**config.mk**
```make
export PLATFORM = sky130hd
export DESIGN_NAME = camera_spi_register_bank
export DESIGN_NICKNAME = d
export VERILOG_FILES = /design/src/rtl/camera_spi_register_bank.sv
export SDC_FILE = /design/constraint.sdc
export NUM_CORES = 1
export LEC_CHECK = 0
export ABC_AREA = 0
export BUFFER_PORTS_ARGS = -buffer_cell sky130_fd_sc_hd__buf_2
export CAP_MARGIN = 20
export CORE_MARGIN = 2
export CORE_UTILIZATION = 50
export CTS_CLUSTER_SIZE = 16
export DETAILED_ROUTE_END_ITERATION = 6
export HOLD_SLACK_MARGIN = 0.1
export PLACE_DENSITY = 0.88
export SYNTH_ARGS = -nofsm -noshare
export SYNTH_HDL_FRONTEND = slang
export SYNTH_SLANG_ARGS = --single-unit
```
**constraint.sdc**
```tcl
create_clock -name clock_in -period 5.8 [get_ports clock_in]
set_input_delay 0.29 -clock clock_in [delete_from_list [all_inputs] [get_ports clock_in]]
set_output_delay 0.29 -clock clock_in [all_outputs]
set_load 0.02 [all_outputs]
```
**src/rtl/camera_spi_register_bank.sv**
```systemverilog
// SPI opcode decoder and register bank for the camera: capture FSM, image readout, zoom/compression/metering access.
// Every output is registered one cycle after its inputs; there is no backpressure, and a read byte is offered on each cycle of a read opcode.
module camera_spi_register_bank #(
  parameter int ADDRESS_WIDTH      = 16,
  parameter int RESOLUTION_WIDTH   = 10,
  parameter int RESOLUTION_DEFAULT = 256,
  parameter int METERING_CHANNELS  = 6
) (
  input  logic                           clock_in,
  input  logic                           reset_in,
  input  logic [7:0]                     op_code_in,
  input  logic                           op_code_valid_in,
  input  logic [7:0]                     operand_in,
  input  logic                           operand_valid_in,
  input  logic [7:0]                     operand_count_in,
  output logic [7:0]                     response_out,
  output logic                           response_valid_out,
  output logic                           start_capture_out,
  output logic [RESOLUTION_WIDTH-1:0]    half_resolution_out,
  output logic [1:0]                     compression_factor_out,
  output logic                           power_save_enable_out,
  input  logic                           image_ready_in,
  input  logic [ADDRESS_WIDTH-1:0]       image_total_size_in,
  input  logic [7:0]                     image_data_in,
  output logic [ADDRESS_WIDTH-1:0]       image_address_out,
  input  logic [8*METERING_CHANNELS-1:0] metering_in
);

  localparam int AB = (ADDRESS_WIDTH + 7) / 8;
  localparam int RB = (RESOLUTION_WIDTH + 7) / 8;

  localparam logic [7:0] OP_CAPTURE  = 8'h20;
  localparam logic [7:0] OP_AVAIL    = 8'h21;
  localparam logic [7:0] OP_READ     = 8'h22;
  localparam logic [7:0] OP_ZOOM     = 8'h23;
  localparam logic [7:0] OP_METER    = 8'h25;
  localparam logic [7:0] OP_COMPRESS = 8'h26;
  localparam logic [7:0] OP_STATUS   = 8'h27;
  localparam logic [7:0] OP_POWER    = 8'h28;

  typedef enum logic [1:0] {IDLE = 2'd0, CAPTURING = 2'd1, READY = 2'd2} state_t;

  state_t                  state, state_next;
  logic                    op_code_valid_q, operand_valid_q;
  logic                    txn_start, capture_req, capture_start;
  logic                    rd_strobe, zoom_wr, addr_in_range;
  logic [ADDRESS_WIDTH-1:0] remaining;
  logic [AB*8-1:0]         remaining_ext;
  logic [RB*8-1:0]         shadow, shadow_next;
  logic                    resp_vld_next;
  logic [7:0]              resp_dat_next;

  assign txn_start     = op_code_valid_in & ~op_code_valid_q;
  assign capture_req   = txn_start && (op_code_in == OP_CAPTURE);
  assign rd_strobe     = op_code_valid_in && (op_code_in == OP_READ) && operand_valid_in && !operand_valid_q;
  assign zoom_wr       = op_code_valid_in && (op_code_in == OP_ZOOM) && operand_valid_in;
  assign addr_in_range = image_address_out < image_total_size_in;
  assign remaining     = addr_in_range ? image_total_size_in - image_address_out : '0;

  always_ff @(posedge clock_in) begin
    if (reset_in) state <= IDLE;
    else          state <= state_next;
  end

  // A new capture request outranks a same-cycle image_ready, and the pulse cycle itself never completes a capture.
  always_comb begin
    state_next    = state;
    capture_start = 1'b0;
    case (state)
      IDLE, READY: begin
        if (capture_req) begin
          state_next    = CAPTURING;
          capture_start = 1'b1;
        end
      end
      CAPTURING: begin
        if (image_ready_in && !start_capture_out && !capture_req) state_next = READY;
      end
      default: state_next = IDLE;
    endcase
  end

  always_comb begin
    shadow_next = shadow;
    if (zoom_wr) begin
      for (int c = 1; c <= RB; c++) begin
        if (operand_count_in == 8'(c)) shadow_next[(RB-c)*8 +: 8] = operand_in;
      end
    end
  end

  always_comb begin
    remaining_ext                    = '0;
    remaining_ext[ADDRESS_WIDTH-1:0] = remaining;
  end

  always_comb begin
    resp_vld_next = 1'b0;
    resp_dat_next = 8'h00;
    if (op_code_valid_in) begin
      case (op_code_in)
        OP_AVAIL: begin
          resp_vld_next = 1'b1;
          for (int b = 0; b < AB; b++) begin
            if (operand_count_in == 8'(b)) resp_dat_next = remaining_ext[(AB-1-b)*8 +: 8];
          end
        end
        OP_READ: begin
          resp_vld_next = 1'b1;
          if (addr_in_range) resp_dat_next = image_data_in;
        end
        OP_METER: begin
          resp_vld_next = 1'b1;
          for (int i = 0; i < METERING_CHANNELS; i++) begin
            if (operand_count_in == 8'(i)) resp_dat_next = metering_in[i*8 +: 8];
          end
        end
        OP_STATUS: begin
          resp_vld_next = 1'b1;
          resp_dat_next = {6'b0, state == CAPTURING, state == READY};
        end
        default: ;
      endcase
    end
  end

  always_ff @(posedge clock_in) begin
    if (reset_in) begin
      op_code_valid_q        <= 1'b0;
      operand_valid_q        <= 1'b0;
      response_out           <= 8'h00;
      response_valid_out     <= 1'b0;
      start_capture_out      <= 1'b0;
      shadow                 <= (RB*8)'(RESOLUTION_DEFAULT);
      half_resolution_out    <= RESOLUTION_WIDTH'(RESOLUTION_DEFAULT);
      compression_factor_out <= 2'b00;
      power_save_enable_out  <= 1'b0;
      image_address_out      <= '0;
    end else begin
      op_code_valid_q    <= op_code_valid_in;
      operand_valid_q    <= operand_valid_in;
      response_out       <= resp_dat_next;
      response_valid_out <= resp_vld_next;
      start_capture_out  <= capture_start;
      if (zoom_wr) begin
        shadow              <= shadow_next;
        half_resolution_out <= shadow_next[RESOLUTION_WIDTH-1:0];
      end
      if (op_code_valid_in && op_code_in == OP_COMPRESS && operand_valid_in)
        compression_factor_out <= operand_in[1:0];
      if (op_code_valid_in && op_code_in == OP_POWER && operand_valid_in)
        power_save_enable_out <= operand_in[0];
      // Readout address stops at the image size so trailing reads return zero.
      if (capture_start)
        image_address_out <= '0;
      else if (rd_strobe && addr_in_range)
        image_address_out <= image_address_out + ADDRESS_WIDTH'(1);
    end
  end

endmodule

```
== Word level (Yosys, flattened, before mapping) ==
Index checks and enable logic that the tools add are counted.

* Bits in registers: 43
* Bits in latches: 0
* RAM bits: 0
* Bits in read-only memories: 0
* Input bits: 101
* Output and inout bits: 39
* Word-level logic and storage cells: 76
* Memories kept: 0

* $add $sub $neg: 2
* $mul: 0
* Divide/modulo/power cells: 0
* Order comparisons: 1
* Equality and inequality tests: 17
* Shifts and indexed selects: 0
* Muxes and demuxes: 17
* Bitwise logic cells: 3
* Reductions and logical operators: 25

{| class="wikitable"
|+ Operators by type and width
! cell !! number
|-
| $mux 8 || 9
|-
| $eq 8x6->1 const B || 8
|-
| $pmux 8 s4 || 1
|-
| $add 16x1->16 const B || 1
|-
| $eq 8x2->1 const B || 2
|-
| $eq 8x3->1 const B || 2
|-
| $lt 16x16->1 || 1
|-
| $mux 16 || 1
|-
| $sub 16x16->16 || 1
|-
| $logic_and 1x1->1 || 13
|-
| $eq 8x1->1 const B || 1
|-
| $logic_not 8->1 || 1
|-
| $reduce_and 2->1 || 3
|-
| $reduce_or 2->1 || 3
|-
| $mux 2 || 2
|-
| $ne 2x2->1 const B || 2
|-
| $pmux 2 s2 || 1
|-
| $reduce_or 4->1 || 1
|-
| $logic_not 1->1 || 3
|-
| $mux 1 || 3
|-
| $eq 2x1->1 const B || 1
|-
| $eq 2x2->1 const B || 1
|-
| $logic_not 2->1 || 1
|-
| $not 1->1 || 2
|-
| $and 1x1->1 || 1
|}

== Logic depth before layout (Yosys ltp) ==
Gate-level depths: netlist of run 1.

* Word-level depth: 8
* Mapped depth: 11
* Mapped depth without buffers: 10

== Worst setup path after synthesis of run 1 ==
OpenSTA, ideal clock, no wires.

* Path type: reg2reg
* Start: reg image_address_out[2]
* End: reg response_out[3]
* Library setup time: 0.130 ns
* Arrival: 2.381 ns
* Data required time: 5.670 ns
* Path slack: 3.289 ns
* Cell stages (with the launch flop): 10
* Path buffers: 0
* Clock period less this slack: 2.511 ns
* Path through: dfxtp_1 > inv_1 > ha_1 > nor2b_1 > o31a_1 > o211a_1 > o21ai_1 > nor2_1 > a222oi_1 > a21oi_1

* Word-level cells in the longest chain between the ends: 5
* Elaborated cells on any way between the ends: 7
* Those cells by class: add/sub (1); order compare (1); mux (5)

{| class="wikitable"
|+ RTL lines
! element !! RTL line !! RTL
|-
| start, declared || 25 || <nowiki>output logic [ADDRESS_WIDTH-1:0] image_address_out,</nowiki>
|-
| start signal, assigned || 157 || <nowiki>image_address_out <= image_address_out + ADDRESS_WIDTH'(1);</nowiki>
|-
| $sub 16x16->16 / $lt 16x16->1 (equally long branches) || 58, 57 ||
|-
| $mux 16 || 58 || <nowiki>assign remaining = addr_in_range ? image_total_size_in - image_address_out : '0;</nowiki>
|-
| $mux 8 (2 in series) || 105 || <nowiki>if (operand_count_in == 8'(b)) resp_dat_next = remaining_ext[(AB-1-b)*8 +: 8];</nowiki>
|-
| $pmux 8 s4 (*) || 101 || <nowiki>case (op_code_in)</nowiki>
|-
| end signal, assigned || 142 || <nowiki>response_out <= resp_dat_next;</nowiki>
|-
| end, declared || 16 || <nowiki>output logic [7:0] response_out,</nowiki>
|}

Mark *: on every way between the ends. The rest lies on a longest branch, timed or not.
A chain may end at the register's enable or synchronous reset.

== Worst setup path after layout of run 1 ==
* Start: reg image_address_out[11]
* End: reg image_address_out[7]

* Word-level cells in the longest chain between the ends: 2

{| class="wikitable"
|+ RTL lines
! element !! RTL line !! RTL
|-
| $lt 16x16->1 || 57 || <nowiki>assign addr_in_range = image_address_out < image_total_size_in;</nowiki>
|-
| $logic_and 1x1->1 || 156 || <nowiki>else if (rd_strobe && addr_in_range)</nowiki>
|}

Every way passes these cells.

==> results of run 1 <==
final cells by class:
class	count	area, um2	area share
clock buffer	6	82.58	0.02060
clock inverter	2	16.27	0.004057
inverter	29	108.9	0.02715
multi-input combinational	309	2143	0.5346
sequential	43	860.8	0.2147
tap	75	93.84	0.02341
timing repair buffer	140	703.2	0.1754
logic make-up after synthesis:
kind of cell / share of synthesized area
AND/OR/NAND/NOR: 0.2745
XOR/XNOR: 0.03604
multiplexers: 0.09505
AO/OA/AOI/OAI: 0.1992
buffers and inverters: 0.04911
adder cells (fa/ha/maj): 0.07366
flip-flops: 0.2725
per-stage QoR:
stage                     instances  total power, mW  area (um2)  hold WS (ns)
final                           604           0.6239        4009        0.2128
after global routing            604           0.6494        4009        0.2121
after CTS                       603           0.6231        4001        0.2100
after detailed placement        595           0.4201        3902        0.4510
after global placement          595           0.4171        3902        0.4399
after floorplan                 393           0.3695        3159        0.4182
worst min-delay path, cell delays in order:
cell and delay, ns:
buf_2 0.08, mux2i_1 0.05, nor2_1 0.07
worst min-delay path by stage:
stage	startpoint	to	slack, ns	cells past startpoint
2_1_floorplan	operand_valid_in	operand_valid_q	0.42	1
3_3_place_gp	shadow[8]	shadow[8]	0.44	1
3_5_place_dp	shadow[8]	shadow[8]	0.45	1
4_1_cts	operand_in[7]	shadow[7]	0.21	3
5_1_grt	operand_in[7]	shadow[7]	0.21	3
6_report	operand_in[7]	shadow[7]	0.21	3
sequential cells by signal, indices dropped and copies added, names as in the netlist:
name,cells
state,2
response_valid_out,1
op_code_valid_q,1
power_save_enable_out,1
compression_factor_out,2
operand_valid_q,1
shadow,10
response_out,8
image_address_out,16
start_capture_out,1
synthesized netlist by cell type (4+ instances only):
| cell type | count |
|---|---|
| a21oi_1 | 25 |
| a222oi_1 | 4 |
| a22oi_1 | 9 |
| and3_1 | 5 |
| clkbuf_1 | 8 |
| dfxtp_1 | 43 |
| ha_1 | 17 |
| inv_1 | 29 |
| mux2i_1 | 12 |
| mux4_2 | 8 |
| nand2_1 | 30 |
| nand2b_1 | 6 |
| nand3_1 | 16 |
| nand3b_1 | 4 |
| nand4_1 | 7 |
| nor2_1 | 44 |
| nor2b_1 | 11 |
| nor3_1 | 11 |
| nor3b_1 | 4 |
| nor4_1 | 4 |
| o211ai_1 | 4 |
| o21ai_0 | 19 |
| or3_1 | 7 |
| xnor2_1 | 11 |
power breakdown:
| group | switching [mW] | internal (mW) | total [mW] |
|---|---|---|---|
| Sequential | 0.000233 | 0.296 | 0.296 |
| Combinational | 0.0615 | 0.0585 | 0.120 |
| Clock | 0.111 | 0.0972 | 0.208 |
| Total | 0.173 | 0.451 | 0.624 |
routing by layer:
| metal | vias to the layer above | wire [um] |
|---|---|---|
| met3 | 10 | 459 |
| met5 | - | 0 |
| met2 | 108 | 4821 |
| li1 | 1718 | - |
| met4 | 0 | 120 |
| met1 | 1641 | 4189 |
==> results.md, run 1 <==
- Die Wd: 83.49 um
- Worst-margin pin slew: 0.7992 ns
- Die H: 83.49 um
- Status: completed
- CTS Buf Count: 5
- Routed WL: 9590 um
- CP startpoint kind: flip-flop
- Die footprint: 0.006971 mm2
- Setup TNS: 0 ns
- Drt drc: 0
- I/O pin cnt: 140
- Area contributors post-synth: dfxtp_1 (27%), ha_1 (6.7%), mux4_2 (5.7%)
- Starting Density: 0.5243
- Critical path endpoint category: flip-flop
- Hold-fix buffers at CTS: 0
- Total gr overflow: 0
- Final HPWL DP: 7794 um
- Crit path top cell by count: inv_1
- Critical R2R Capture: image_address_out[7]
- Most used routing layer: met2
- Dpl ws: 2.977 ns
- Clk sinks: 43
- Row cnt: 28
- Vias per inst: 5.757
- Post-route clock period utilization: 0.4885
- Finished Core Util: 0.6653
- # Max-Cap Violations: 0
- Arrival time worst endpoint: 3.08 ns
- Synthesized area: 0.003159 mm2
- Most used DFF post-synth: dfxtp_1
- Post-route minimum period: 2.833 ns
- I/O Buffers: 139
- All-layer global routing usage: 0.2660
- Router iterations before antenna repair: 5
- First-pass GRT wire length: 15,410 um
- # fillers: 551
- Number of hold violations in the final report: 0
- Met2 usage: 0.4729
- Number of diodes: 0
- Routed vias: 3,477
- PnR worst setup slack: 2.967 ns
- Clock-pin slew on the worst setup and hold paths: 0.09 ns
- DRT iter0 DRCs: 196
- Synth warn: 0
- Post-CTS Setup Inserts: 0
- Most common cell after layout, fill and taps aside: buf_2
- Share of post-route cells with drive strength above 1: 0.3081
- Synthesized Nets: 512
- H-tree levels: 2
- Nets: 647
- Yosys cell types: 59
- Worst path slowest cell: o2111a_2
- Critical Path RT: 6.04 ns
- Clock root cell: clkbuf_8
- R2R cell count: 9
- Ys async rst share: 0
- Pwr per Cell Area: 155.6 mW/mm2
- Mean Syn Cell Area: 8.039 um2
- CORE AREA: 0.006026 mm2
- Final setup violation count: 0
- R2R Path Start: image_address_out[11]
- Peak VDD IR: 111.0 uV
- Slowest stage delay, CP: 0.43 ns
- RSZ-0062 raised after global routing: no
- Hold Path Class: in2reg
- Number of synthesized register bits: 43
- Post-synth EDFFs: 0
- Top cell type's share of synthesized area: 0.2725
- Clk_lat worst skew: 0.31 ns
- Sequential element share of the synthesized area: 0.2725
- WS Path Type: reg2reg
- Worst rel slew slack: 0.4658
- Yosys top cell by area: dfxtp_1
- CP Max Fanout: 12
- Reg2Reg Setup Slack: 2.97 ns
- Crit path cell chain: inv_1 > ha_1 > inv_1 > o31ai_1 > a221o_1 > o2111a_2 > nand3_1 > or3_1 > a21oi_1
- Post-synthesis instance total: 393
- Worst setup startpoint: image_address_out[11]
- Crit path max-delay family: compound AO/OA/AOI/OAI gates
- Post_cts resized: 0
- CP Capture Point: image_address_out[7]
- Routed Antenna Nets: 0
- Routed length per instance: 15.88 um
- Largest net degree at the start of global routing: 20
- Initial antenna violation count: 0
- Met3 Track Usage GR: 0.04352
- Max-slew violations: 0
- Worst path bufs/invs: 2
- LEAKAGE: 1.834 nW
- Max Root-Sink Buffers: 2
- GR Util met1: 0.3378
- Setup Skew: 0.01071 ns
- Syn-to-layout area delta: 26.89%
- CTS tree: done
- Vias in the first global route: 3,313
- Critical path depth: 9
- Most frequent cells in the layout: buf_2 (139), nor2_1 (44), dfxtp_1 (43)
- GPL Wtd Cong: 0.9237
- Fmax: 353.0 MHz
(Power assumes the default switching activity.)
==> run 2, diff against run 1 <==
Settings changed: CORE_UTILIZATION 50 to 48, PLACE_DENSITY 0.88 to 0.85.
Clock period 5.8 ns to 2.8 ns, I/O delays scaled along.
==> run 2 against run 1 <==
Routed wire length grew 0.91%. Final area is 4.5% higher. Flip-flop and latch count unchanged. Sequential power is 110% higher. Critical path type unchanged.
==> results.md, run 2 (synthesis gave the netlist of run 1 again) <==
- RSZ-0062 raised after global routing: no (unchanged)
- Share of post-route cells with drive strength above 1: 0.3247 (was 0.3081)
- Worst rel slew slack: 0.5035 (was 0.4658)
- Syn-to-layout area delta: 32.55% (was 26.89%)
- # Max-Cap Violations: 0 (unchanged)
- CORE AREA: 0.006350 mm2 (was 0.006026 mm2)
- Post-route clock period utilization: 0.9580 (was 0.4885)
- Most common cell after layout, fill and taps aside: buf_2 (unchanged)
- Router iterations before antenna repair: 4 (was 5)
- Die H: 85.13 um (was 83.49 um)
- Largest register by flop count: image_address_out (unchanged)
- Arrival time worst endpoint: 2.92 ns (was 3.08 ns)
- Largest net degree at the start of global routing: 20 (unchanged)
- Hold Path Class: in2reg (unchanged)
- Slowest stage delay, CP: 0.40 ns (was 0.43 ns)
- CP Max Fanout: 8 (was 12)
- Post-route minimum period: 2.682 ns (was 2.833 ns)
- Setup TNS: 0 ns (unchanged)
- Max-slew violations: 0 (unchanged)
- I/O Buffers: 139 (unchanged)
- Starting Density: 0.4975 (was 0.5243)
- Largest register FFs: 16 (unchanged)
- Clk_lat worst skew: 0.30 ns (was 0.31 ns)
- Most frequent cells in the layout: buf_2 (139), nor2_1 (44), dfxtp_1 (42) (was buf_2 (139), nor2_1 (44), dfxtp_1 (43))
- Post-DP Area: 0.003943 mm2 (was 0.003902 mm2)
- CTS tree: done (unchanged)
- Max Root-Sink Buffers: 2 (unchanged)
- WS Path Type: reg2reg (unchanged)
- Status: completed (unchanged)
- Nets: 660 (was 647)
- Routed Antenna Nets: 0 (unchanged)
- Sw power: 362.6 uW (was 172.5 uW)
- Die footprint: 0.007247 mm2 (was 0.006971 mm2)
- All-layer global routing usage: 0.2611 (was 0.2660)
- I/O pin cnt: 140 (unchanged)
- Clock root cell: clkbuf_8 (unchanged)
- Clock-pin slew on the worst setup and hold paths: 0.09 ns (about the same)
- Peak VDD IR: 270.7 uV (was 111.0 uV)
- Drt drc: 0 (unchanged)
- Die Wd: 85.13 um (was 83.49 um)
- Final setup violation count: 0 (unchanged)
- Initial antenna violation count: 0 (unchanged)
- Worst path slowest cell: dfxtp_1 (was o2111a_2)
- Setup Skew: 0.009274 ns (was 0.01071 ns)
- Critical Path RT: 3.04 ns (was 6.04 ns)
- Regs by FF count: image_address_out (16), shadow (10), response_out (8) (unchanged)
- Sequential share of power: 0.419 (was 0.474)
- Worst-margin pin slew: 0.7427 ns (was 0.7992 ns)
- Pwr per Cell Area: 349.4 mW/mm2 (was 155.6 mW/mm2)
- Post-layout instance area: 0.004188 mm2 (was 0.004009 mm2)
- Cell Int Power: 1.101 mW (was 451.4 uW)
- DRT iter0 DRCs: 217 (was 196)
- LEAKAGE: 1.912 nW (was 1.834 nW)
- Worst hold slack: 0.1029 ns (was 0.2128 ns)
- Portion of total power attributed to the clock network: 0.401 (was 0.333)
- Fmax: 372.8 MHz (was 353.0 MHz)
- First-pass GRT wire length: 15,580 um (was 15,410 um)
- Vias in the first global route: 3,450 (was 3,313)
- GPL Wtd Cong: 0.9332 (was 0.9237)
- Switching Share: 0.2478 (was 0.2765)
- Clk sinks: 43 (unchanged)
- CTS Buf Count: 5 (unchanged)
- Number of diodes: 0 (unchanged)
- Vias per inst: 5.683 (was 5.757)
- Routed WL: 9677 um (was 9590 um)
- Critical path endpoint category: flip-flop (unchanged)
- Crit path cell chain: inv_1 > ha_2 > inv_1 > o31ai_2 > a221o_1 > o2111a_2 > nand4_4 > or3_1 > a21oi_1 (was inv_1 > ha_1 > inv_1 > o31ai_1 > a221o_1 > o2111a_2 > nand3_1 > or3_1 > a21oi_1)
- Crit path top cell by count: inv_1 (unchanged)
- Total gr overflow: 0 (unchanged)
- Combinational group share of total power: 0.180 (was 0.192)
- Number of hold violations in the final report: 0 (unchanged)
- Routed vias: 3,518 (was 3,477)
- Final HPWL DP: 7797 um (was 7794 um)
- CP startpoint kind: flip-flop (unchanged)
- Row cnt: 29 (was 28)
- H-tree levels: 2 (unchanged)
- Routed length per instance: 15.63 um (was 15.88 um)
-- run 2: layout make-up --
| class | count | area, um2 |
|---|---|---|
| multi-input combinational | 309 | 2166 |
| fill | 580 | 2162 |
| sequential | 43 | 862.1 |
| timing repair buffer | 153 | 818.3 |
| inverter | 29 | 108.9 |
| tap | 77 | 96.34 |
| clock buffer | 5 | 68.82 |
| clock inverter | 3 | 67.56 |
-- run 2: power by group through the flow --
| stage | combinational [mW] | sequential (mW) | clock [mW] |
|---|---|---|---|
| 6_report | 0.264 | 0.613 | 0.587 |
| 5_1_grt | 0.288 | 0.614 | 0.626 |
| 4_1_cts | 0.256 | 0.613 | 0.595 |
| 3_5_place_dp | 0.248 | 0.627 | 0 |
| 3_3_place_gp | 0.241 | 0.627 | 0 |
| 2_1_floorplan | 0.138 | 0.627 | 0 |
-- run 2: critical path: cells and delay by family, from the launching register on --
family	cells	cell delay, ns
compound gates	4	1.09
buf+inv	2	0.19
fa+ha+maj	1	0.39
simple gates	2	0.55
flops	1	0.40
-- run 2: final timing paths --
check / to / depth (start not counted) / slack, ns / startpoint
max reg2reg: image_address_out[13] / 9 / 0.12 / image_address_out[11]
min reg2reg: shadow[8] / 1 / 0.46 / shadow[8]
max: image_address_out[13] / 9 / 0.12 / image_address_out[11]
min: shadow[1] / 3 / 0.10 / operand_in[1]
-- run 2: repair_timing --
action                                  CTS  global route
hold buffers                              7             0
resized for setup                         0             8
endpoints found under the setup margin    0            13
hold endpoints to repair                  7             0
buffers inserted                          0             2
-- run 2: per-layer routing --
layer	vias to the layer above	track usage	wire (um)
li1	1742	-	-
met5	-	0	0
met1	1653	0.3315	4179
met4	0	0.07648	128
met3	12	0.04961	516
met2	111	0.4503	4853
-- run 2: through the flow --
stage / utilization / std cells / power (mW) / setup WS [ns]
CTS: 0.6534 / 617 / 1.464 / 0.07791
finish: 0.6595 / 619 / 1.463 / 0.1175
global placement: 0.6209 / 602 / 0.8680 / 0.2660
global route: 0.6595 / 619 / 1.528 / 0.003559
detailed placement: 0.6209 / 602 / 0.8754 / 0.1104
floorplan: - / 393 / 0.7655 / 0.2891
==> run 3, diff against run 2 <==
Settings changed: CORE_UTILIZATION 48 to 49, CTS_BUF_LIST set to sky130_fd_sc_hd__clkbuf_8, PLACE_DENSITY 0.85 to 0.87.
==> run 3 against run 2 <==
Largest cell class unchanged. Global-route usage about the same. Critical path depth did not move. Highest routed layer unchanged. Critical endpoint unchanged. Largest power group unchanged. Cell count rose by 0.32%. Via count rose by 0.74%. Fmax rose by 0.77%. First-iteration DRC count shrank 11%. Routed wire length shrank 1.3%.
==> results.md, run 3 (synthesis gave the netlist of run 1 again) <==
- Status: completed (unchanged)
- # Max-Cap Violations: 0 (unchanged)
- Number of diodes: 0 (unchanged)
- Largest register FFs: 16 (unchanged)
- Overall power: 1.310 mW (was 1.463 mW)
- H-tree levels: 2 (unchanged)
- GPL Wtd Cong: 0.9045 (was 0.9332)
- Post-layout instance area: 0.004172 mm2 (was 0.004188 mm2)
- CTS Buf Count: 5 (unchanged)
- Die H: 84.30 um (was 85.13 um)
- All-layer global routing usage: 0.2609 (was 0.2611)
- Max Root-Sink Buffers: 2 (unchanged)
- First-pass GRT wire length: 15,280 um (was 15,580 um)
- Vias per inst: 5.707 (was 5.683)
- CTS tree: done (unchanged)
- Slowest stage delay, CP: 0.44 ns (was 0.40 ns)
- Share of post-route cells with drive strength above 1: 0.3272 (was 0.3247)
- Die footprint: 0.007106 mm2 (was 0.007247 mm2)
- Syn-to-layout area delta: 32.04% (was 32.55%)
- Final HPWL DP: 7572 um (was 7797 um)
- Routed Antenna Nets: 0 (unchanged)
- Pwr per Cell Area: 314.1 mW/mm2 (was 349.4 mW/mm2)
- Initial antenna violation count: 0 (unchanged)
- CORE AREA: 0.006277 mm2 (was 0.006350 mm2)
- Regs by FF count: image_address_out (16), shadow (10), response_out (8) (unchanged)
- PnR worst setup slack: 0.1381 ns (was 0.1175 ns)
- # fillers: 545 (was 580)
- Finished Core Util: 0.6645 (was 0.6595)
- DRT iter0 DRCs: 193 (was 217)
- Clock root cell: clkbuf_8 (unchanged)
- Routed vias: 3,544 (was 3,518)
- Crit path cell chain: inv_1 > ha_1 > nand4_1 > nor2b_2 > o211a_1 > o2111a_2 > nand4_4 > or3_1 > a21oi_1 (was inv_1 > ha_2 > inv_1 > o31ai_2 > a221o_1 > o2111a_2 > nand4_4 > or3_1 > a21oi_1)
- Placed cell count: 602 (unchanged)
- Final setup violation count: 0 (unchanged)
- Clk sinks: 43 (unchanged)
- Worst rel slew slack: 0.5418 (was 0.5035)
- I/O pin cnt: 140 (unchanged)
- Critical path endpoint category: flip-flop (unchanged)
- Die Wd: 84.30 um (was 85.13 um)
- Clock-pin slew on the worst setup and hold paths: 0.10 ns (was 0.09 ns)
- CP startpoint kind: flip-flop (unchanged)
- LEAKAGE: 1.909 nW (was 1.912 nW)
- Post-DP Area: 0.003943 mm2 (unchanged)
- Max-slew violations: 0 (unchanged)
- Nets: 662 (was 660)
- Routed WL: 9549 um (was 9677 um)
- I/O Buffers: 139 (unchanged)
- WS Path Type: reg2reg (unchanged)
- Hold Path Class: in2reg (unchanged)
- Most frequent cells in the layout: buf_2 (139), nor2_1 (44), dfxtp_1 (43) (was buf_2 (139), nor2_1 (44), dfxtp_1 (42))
- Setup Skew: 0.007065 ns (was 0.009274 ns)
- Largest register by flop count: image_address_out (unchanged)
- Most common cell after layout, fill and taps aside: buf_2 (unchanged)
- Number of hold violations in the final report: 0 (unchanged)
- RSZ-0062 raised after global routing: no (unchanged)
- Worst-margin pin slew: 0.6855 ns (was 0.7427 ns)
- Clk_lat worst skew: 0.31 ns (was 0.30 ns)
- Worst path slowest cell: ha_1 (was dfxtp_1)
- Drt drc: 0 (unchanged)
- Starting Density: 0.5033 (was 0.4975)
- Router iterations before antenna repair: 5 (was 4)
- Largest net degree at the start of global routing: 20 (unchanged)
- Total gr overflow: 0 (unchanged)
- Vias in the first global route: 3,442 (was 3,450)
- Post-route clock period utilization: 0.9507 (was 0.9580)
- Setup TNS: 0 ns (unchanged)
- Row cnt: 29 (unchanged)
- Fmax: 375.7 MHz (was 372.8 MHz)
- Dpl ws: 0.02934 ns (was 0.1104 ns)
- Arrival time worst endpoint: 2.90 ns (was 2.92 ns)
- Post-route minimum period: 2.662 ns (was 2.682 ns)
- Worst hold slack: 0.1040 ns (was 0.1029 ns)
- Peak VDD IR: 221.1 uV (was 270.7 uV)
- CP Max Fanout: 9 (was 8)
- Routed length per instance: 15.38 um (was 15.63 um)
- Critical Path RT: 3.04 ns (about the same)
- Non-filler cells, final: 621 (was 619)
run 3: power by group:
part           internal, mW  total (mW)  leakage [nW]  switching (mW)
Sequential            0.613       0.613         0.347        0.000542
Clock                 0.184       0.430        0.0491           0.246
Combinational         0.133       0.267          1.51           0.133
Total                 0.930        1.31          1.91           0.380
run 3: worst paths after layout:
| kind | start | cells after the start | to | slack [ns] |
|---|---|---|---|---|
| hold reg to reg | shadow[8] | 1 | shadow[8] | 0.47 |
| setup reg to reg | image_address_out[13] | 9 | image_address_out[13] | 0.14 |
| hold / removal | operand_in[7] | 3 | shadow[7] | 0.10 |
| setup / recovery | image_address_out[13] | 9 | image_address_out[13] | 0.14 |
run 3: area by class of cell:
type	count	area, um2	area share
repair buffers	154	823.3	0.1974
multi-input cells	310	2187	0.5243
clock inverters	3	26.28	0.006299
clock buffers	5	68.82	0.01650
inverters	29	108.9	0.02609
flip-flops and latches	43	860.8	0.2064
well taps	77	96.34	0.02310
run 3: worst max-delay path, delay by kind of cell, from the launching register on:
| kind | cells | cell delay [ns] |
|---|---|---|
| AO/OA/AOI/OAI | 3 | 0.74 |
| buffers and inverters | 1 | 0.06 |
| adder cells (fa/ha/maj) | 1 | 0.44 |
| AND/OR/NAND/NOR | 4 | 0.93 |
| flip-flops | 1 | 0.42 |
run 3: layer usage:
metal / share of wire / track usage / wire length, um / vias up
li1: - / - / - / 1750
met1: 0.43 / 0.3276 / 4083 / 1667
met2: 0.50 / 0.4574 / 4799 / 113
met3: 0.056 / 0.05015 / 538 / 14
met4: 0.013 / 0.07038 / 127 / 0
met5: 0 / 0 / 0 / -
run 3: timing repair:
action                     in CTS  in global routing
pin swaps                       0                  3
gates cloned                    0                  1
hold endpoints to repair        6                  0
resized for setup               1                  8
setup endpoints to repair       1                 11
buffers inserted                0                  4
hold buffers                    6                  0
